### config.mk
export PLATFORM = sky130hd
export DESIGN_NAME = maxpool_stream
export DESIGN_NICKNAME = d
export VERILOG_FILES = /design/src/rtl/maxpool_stream.sv
export SDC_FILE = /design/constraint.sdc
export NUM_CORES = 1
export LEC_CHECK = 0
export CAP_MARGIN = 20
export CORE_MARGIN = 4
export CORE_UTILIZATION = 49
export CTS_BUF_LIST = sky130_fd_sc_hd__clkbuf_8
export DETAILED_ROUTE_END_ITERATION = 16
export PLACE_DENSITY = 0.78
export SYNTH_ARGS = -nofsm -noshare
export SYNTH_HDL_FRONTEND = slang
export SYNTH_SLANG_ARGS = --single-unit
### constraint.sdc
create_clock -name clk -period 2.1 [get_ports clk]
set_clock_uncertainty 0.05 [all_clocks]
set_input_delay 0.42 -clock clk [delete_from_list [all_inputs] [get_ports clk]]
set_output_delay 0.42 -clock clk [all_outputs]
set_load 0.03 [all_outputs]
### src/rtl/maxpool_stream.sv
// rtl/maxpool_stream.sv - streaming 1-D max-pool over non-overlapping windows of POOL samples; optional MAXPOOL_FLUSH_PARTIAL_EN
module maxpool_stream #(
    parameter int WIDTH = 16,
    parameter int N_IN  = 32,
    parameter int POOL  = 4
) (
    input  logic             clk,
    input  logic             reset,
    input  logic [WIDTH-1:0] x_data,
    input  logic             x_valid,
    output logic             x_ready,
    output logic [WIDTH-1:0] y_data,
    output logic             y_valid,
    input  logic             y_ready,
    output logic             y_last
);

    localparam int CW = $clog2(N_IN);
    localparam int WW = $clog2(POOL);

    logic [WIDTH-1:0] r_cur_max;
    logic [WW-1:0]    r_win_cnt;
    logic [CW-1:0]    r_in_cnt;
    logic [WIDTH-1:0] r_y_data;
    logic             r_y_valid;
    logic             r_y_last;

    logic             w_accept;
    logic             w_win_end;
    logic             w_frame_end;
    logic             w_close;
    logic             w_close_last;
    logic [WIDTH-1:0] w_max;

    assign x_ready     = ~r_y_valid | y_ready;
    assign w_accept    = x_valid & x_ready;
    assign w_win_end   = (r_win_cnt == WW'(POOL - 1));
    assign w_frame_end = (r_in_cnt == CW'(N_IN - 1));

`ifdef MAXPOOL_FLUSH_PARTIAL_EN
    // The trailing partial window closes on the frame's last sample.
    assign w_close      = w_win_end | w_frame_end;
    assign w_close_last = w_frame_end;
`else
    // The trailing partial window is dropped, so the frame marker rides on the last full window.
    localparam int LAST_FULL_IDX = (N_IN / POOL) * POOL - 1;
    assign w_close      = w_win_end;
    assign w_close_last = (r_in_cnt == CW'(LAST_FULL_IDX));
`endif

    // Running max including the sample being accepted this cycle.
    always_comb begin
        w_max = x_data;
        if (r_win_cnt != '0 && $signed(r_cur_max) >= $signed(x_data)) begin
            w_max = r_cur_max;
        end
    end

    // Window accumulator and window/frame counters; windows restart at each frame wrap.
    always_ff @(posedge clk) begin
        if (!reset) begin
            r_cur_max <= '0;
            r_win_cnt <= '0;
            r_in_cnt  <= '0;
        end else if (w_accept) begin
            r_cur_max <= w_max;
            if (w_close || w_frame_end) begin
                r_win_cnt <= '0;
            end else begin
                r_win_cnt <= r_win_cnt + WW'(1);
            end
            if (w_frame_end) begin
                r_in_cnt <= '0;
            end else begin
                r_in_cnt <= r_in_cnt + CW'(1);
            end
        end
    end

    // Output register: load on window close, otherwise drain on transfer, otherwise hold.
    always_ff @(posedge clk) begin
        if (!reset) begin
            r_y_data  <= '0;
            r_y_valid <= 1'b0;
            r_y_last  <= 1'b0;
        end else if (w_accept && w_close) begin
            r_y_data  <= w_max;
            r_y_valid <= 1'b1;
            r_y_last  <= w_close_last;
        end else if (r_y_valid && y_ready) begin
            r_y_valid <= 1'b0;
            r_y_last  <= 1'b0;
        end
    end

    assign y_data  = r_y_data;
    assign y_valid = r_y_valid;
    assign y_last  = r_y_last;

endmodule
## Yosys cells after proc, flatten, opt, wreduce, memory -nomap -nowiden

Cells that the tools add are included.

| cells by class | value |
|---|---|
| reduce and logical (&&, ||, !) cells | 6 |
| divide/modulo/power cells | 0 |
| multiplexer cells | 6 |
| shift-type cells | 0 |
| equality and inequality tests | 2 |
| add/sub/neg operators | 2 |
| bitwise operators | 3 |
| magnitude comparators | 1 |
| multiply operators | 0 |

Operator list:

| operator | count |
|---|---|
| greater-or-equal comparator 16 bit | 1 |
| two-way mux 16 bit | 1 |
| adder 5 x 1 -> 5 bit (second input constant) | 1 |
| equality test 5 bit (second input constant) | 1 |
| two-way mux 5 bit | 1 |
| nonzero test 2 bit | 2 |
| logical AND 1 bit | 3 |
| two-way mux 1 bit | 3 |
| adder 2 x 1 -> 2 bit (second input constant) | 1 |
| equality test 2 bit (second input constant) | 1 |
| two-way mux 2 bit | 1 |
| bitwise AND 1 bit | 1 |
| logical OR 1 bit | 1 |
| NOT 1 bit | 1 |
| OR 1 bit | 1 |

| word-level totals | value |
|---|---|
| logic and storage cells | 26 |
| output and inout bits | 19 |
| memories kept | 0 |
| register bits after elaboration | 41 |
| bits of input ports | 20 |
| latch bits | 0 |
| memory bits (read-only) | 0 |
| bits in writable memories | 0 |

## Longest topological paths before layout

Gate-level depths: netlist (run 1).

| logic depth | value |
|---|---|
| depth after elaboration | 5 |
| mapped depth | 11 |
| mapped depth without buffers | 9 |

## Worst setup path before layout (run 1)

No wires, ideal clock.

| path | value |
|---|---|
| kind | input -> register |
| start | in x_data[13] |
| end | reg r_cur_max[10] |
| buffers on the path | 2 |
| path slack | -135 ps |
| data arrival time | 2069 ps |
| required time | 1934 ps |
| stages on the path | 10 |
| setup time | 116 ps |
| path through | inv_1 > ha_1 > a21o_1 > a2111oi_2 > o21ai_1 > o31a_1 > buf_6 > buf_12 > mux2i_1 > nor2b_1 |

| between the ends | value |
|---|---|
| word-level cells in the longest chain between the ends | 3 |

RTL lines:

| element | line | RTL |
|---|---|---|
| start, declared | 9 | `input logic [WIDTH-1:0] x_data,` |
| greater-or-equal comparator 16 bit | 54 | `if (r_win_cnt != '0 && $signed(r_cur_max) >= $signed(x_data)) begin` |
| logical AND 1 bit | 54 |  |
| two-way mux 16 bit | 54 |  |
| end signal, assigned | 66 | `r_cur_max <= w_max;` |
| end, declared | 21 | `logic [WIDTH-1:0] r_cur_max;` |

Every way passes these cells.
A chain may end at the register's enable or synchronous reset.

## Worst setup path after layout (run 1)

| path | value |
|---|---|
| start | reg r_cur_max[9] |
| end | reg r_y_data[7], in the netlist y_data[7] |

| between the ends | value |
|---|---|
| word-level cells in the longest chain between the ends | 3 |

RTL lines:

| element | line | RTL |
|---|---|---|
| greater-or-equal comparator 16 bit | 54 |  |
| logical AND 1 bit | 54 |  |
| two-way mux 16 bit | 54 |  |
| end signal, assigned | 87 | `r_y_data <= w_max;` |
| end, declared | 24 | `logic [WIDTH-1:0] r_y_data;` |

Every way passes these cells.

==> results.md, run 1 <==
- Run status: finished with violations
- Violated checks: setup timing
- Final setup vio count: 32
- Syn Nets: 278
- Worst slew pin tran: between 0.3 and 0.4 ns
- Leading cell types in the layout, fill and taps excluded: 44 x buf_4, 30 x dfxtp_1, 27 x mux2i_1, 22 x a21oi_1, 21 x clkdlybuf4s50_1
- Largest cells by area after synthesis: dfxtp_1 38%, mux2i_1 14%, ha_1 11%, a21oi_1 5.5%, nor2b_1 5.4%
- GRT Residual Overflow: 0
- Final Slew Violations: 0
- Global-route wire length before repair: 9.09 mm
- Area delta synth->final: 51.4%
- Post-synth EDFFs: 0
- Crit. End Element: flop
- Net total in the final layout: 359
- Filler cell count: 271
- Die span in y: 74.8 um
- Worst-skew pair later-pin latency: 0.31 ns
- CTS tree: built
- Yosys warnings: 0
- Kind of critical path: flop to flop
- Top_reg_cell synth: dfxtp_1
- Number of global-route vias before repair: ~1900
- Synth unique cells: 31
- Num CTS Buffers: 5
- Wirelength per Cell: roughly 16 um
- Initial core utilization: 50.5%
- Routed vias/inst: around 5.3
- Die area: 5590 um^2
- Clk buf depth: 2
- Antenna violations before repair: 0
- #FFs+latches synth: 41
- Routability cong.: about 0.75
- Clock sinks: 41
- Worst path buffer plus inverter count: 2
- Worst hold slack: 0.407 ns
- Max Clk Rate: 0.419 GHz
- Lkg Pwr: 1.49 nW
- Drt initial violations: 110
- H-tree levels: 2
- DRT met1 WL: 2.74 mm
- R2R setup slack: -0.29 ns
- # diodes: 0
- Final hold viol count: 0
- Seq/Total Area, Yosys: 37.6%
- Cell area after synthesis: 2190 um^2
- Cell Rows: 24
- Period utilization: 114%
- Pre-CTS setup slack: -0.839 ns
- Placed Instance Area: 2910 um^2
- CP arrival: approximately 2.5 ns
- Critical path's top delay family: compound AO/OA/AOI/OAI gates
- Largest net degree at the start of global routing: 42
- Drt total wl: 6.05 mm
- Most common cell after layout, fill and taps aside: buf_4
- Yosys top cell area share: ~38%
- Finished Cell Area: 3310 um^2
- RSZ-0062 raised after global routing: yes
- Post-layout instance count excluding filler cells: 372
- Critical Path Max Stage Delay: about 0.34 ns
- Final worst slack: -0.285 ns
- Top sig layer: met4
- Tmin final: 2.39 ns
- Met3 routed WL: 192 um
- Via count: 1990
- Syn avg cell area: a little over 9 um^2
- Routed wl met2: 2.92 mm
- Chip width: around 75 um
- Gate Count Post-Synth: 238
- # DRC: 0
- Worst setup SP type: flop
- Global Route Usage Sum: a little over a fifth
- CTS root buf: clkbuf_8
- Final setup TNS: -4.48 ns
- Drt first pass iters: 5
- CP Data Required Time: 2.23 ns
- Antenna-violating nets left: 0
- Rel. slew slack: around three quarters
- Crit-path cells: ha_4 -> a21oi_2 -> nor2_1 -> a2111oi_4 -> o21ai_2 -> buf_4 -> o21ai_4 -> buf_6 -> mux2i_1 -> a21oi_1
- CP max stage cell: dfxtp_2
- Worst Hold Class: primary input to flop
- Largest area contributor in the netlist: dfxtp_1
- CTS clk-pin slew, worst paths: 0.09 ns
- I/O pin count: 39
- Post-Place Cells: 353
- Share of post-route cells with drive strength above 1: 37.8%
- Core Area: 4320 um^2
- Synth async-reset ratio: 0%
- Pwr dens: 614 nW/um^2
- Max-cap viol count: 0
- CP Max Fanout: 5
- Count of input and output buffers: 38
- Hold-fix buffers, CTS: 0
- VDD IR-drop max: 0.506 mV
- DP Wirelength: roughly 3.5 mm
flip-flops by register name, indices dropped and copies added (netlist names):
name	cells
r_cur_max	16
r_in_cnt	5
r_win_cnt	2
y_data	16
y_last	1
y_valid	1
layer usage:
layer	track usage (%)	vias up
li1	-	990
met5	0	-
met1	26.2	942
met2	36.4	44
met4	11.1	0
met3	4.94	14
area by class of cell:
| type | count | area [um^2] | area share (%) |
|---|---|---|---|
| multi-input combinational | 163 | 1470 | 44.5 |
| sequential | 41 | 835 | 25.2 |
| timing repair buffer | 89 | 751 | 22.7 |
| clock buffer | 7 | 96.3 | 2.91 |
| inverter | 19 | 83.8 | 2.53 |
| tap | 52 | 65.1 | 1.97 |
| clock inverter | 1 | 5.00 | 0.151 |
final timing paths:
check             depth (start not counted)                    endpoint                      start
setup / recovery                         10      y_data[7]$_SDFFE_PN0P_  r_cur_max[9]$_SDFFE_PN0P_
hold / removal                            3  r_cur_max[10]$_SDFFE_PN0P_                 x_data[10]
setup reg to reg                         10      y_data[7]$_SDFFE_PN0P_  r_cur_max[9]$_SDFFE_PN0P_
hold reg to reg                           2    r_in_cnt[4]$_SDFFE_PN0P_   r_in_cnt[4]$_SDFFE_PN0P_
logic make-up after synthesis:
group | share of synthesized area (%)
fa+ha+maj | 11.4
buf+inv | 7.84
compound gates | 16.0
flops | 37.6
mux | 14.2
simple gates | 13.0
synthesized netlist by cell type (all sizes together), types with 2 or more instances:
master / number
inv: 19
a21oi: 24
nor3: 2
a2111oi: 3
buf: 4
clkbuf: 11
nand2: 12
nor2: 3
o21ai: 21
nor2b: 19
ha: 20
and3: 2
mux2i: 31
nand2b: 2
nand3: 4
a21boi: 7
dfxtp: 41
nand4: 4
a21o: 2
worst register-to-register path, cell delays in order, from the launching register on:
cell and delay [ns]:
dfxtp_2 0.34, ha_4 0.24, a21oi_2 0.14, nor2_1 0.08, a2111oi_4 0.33, o21ai_2 0.13
buf_4 0.17, o21ai_4 0.21, buf_6 0.17, mux2i_1 0.29, a21oi_1 0.11
what timing repair did:
item	in CTS	in global routing
resized for setup	76	24
setup endpoints to repair	32	32
setup buffers	6	5
pin swaps	24	14
power by group:
group	switching [W]	internal, W	leakage, nW
registers	0.0000393	0.000821	0.338
logic	0.000269	0.000316	1.09
clock network	0.000288	0.000297	0.0542
metrics by stage:
stage                     utilization, %  power, W
after global routing                76.5   0.00211
after detailed placement            67.3   0.00131
final                               76.5   0.00203
after global placement              67.3   0.00130
after floorplan                        -   0.00114
after CTS                           74.9   0.00195
Note: power is estimated with default switching activity, not from simulation.
==> run 2: changes to the inputs <==
--- a/config.mk
+++ b/config.mk
@@ -5,7 +5,7 @@
 export SDC_FILE = /design/constraint.sdc
 export NUM_CORES = 1
 export LEC_CHECK = 0
-export CAP_MARGIN = 20
+export CAP_MARGIN = 25
 export CORE_MARGIN = 4
 export CORE_UTILIZATION = 49
 export CTS_BUF_LIST = sky130_fd_sc_hd__clkbuf_8
==> results of run 2 <==
No change in the layout: final DEF, timing and power equal those of run 1.
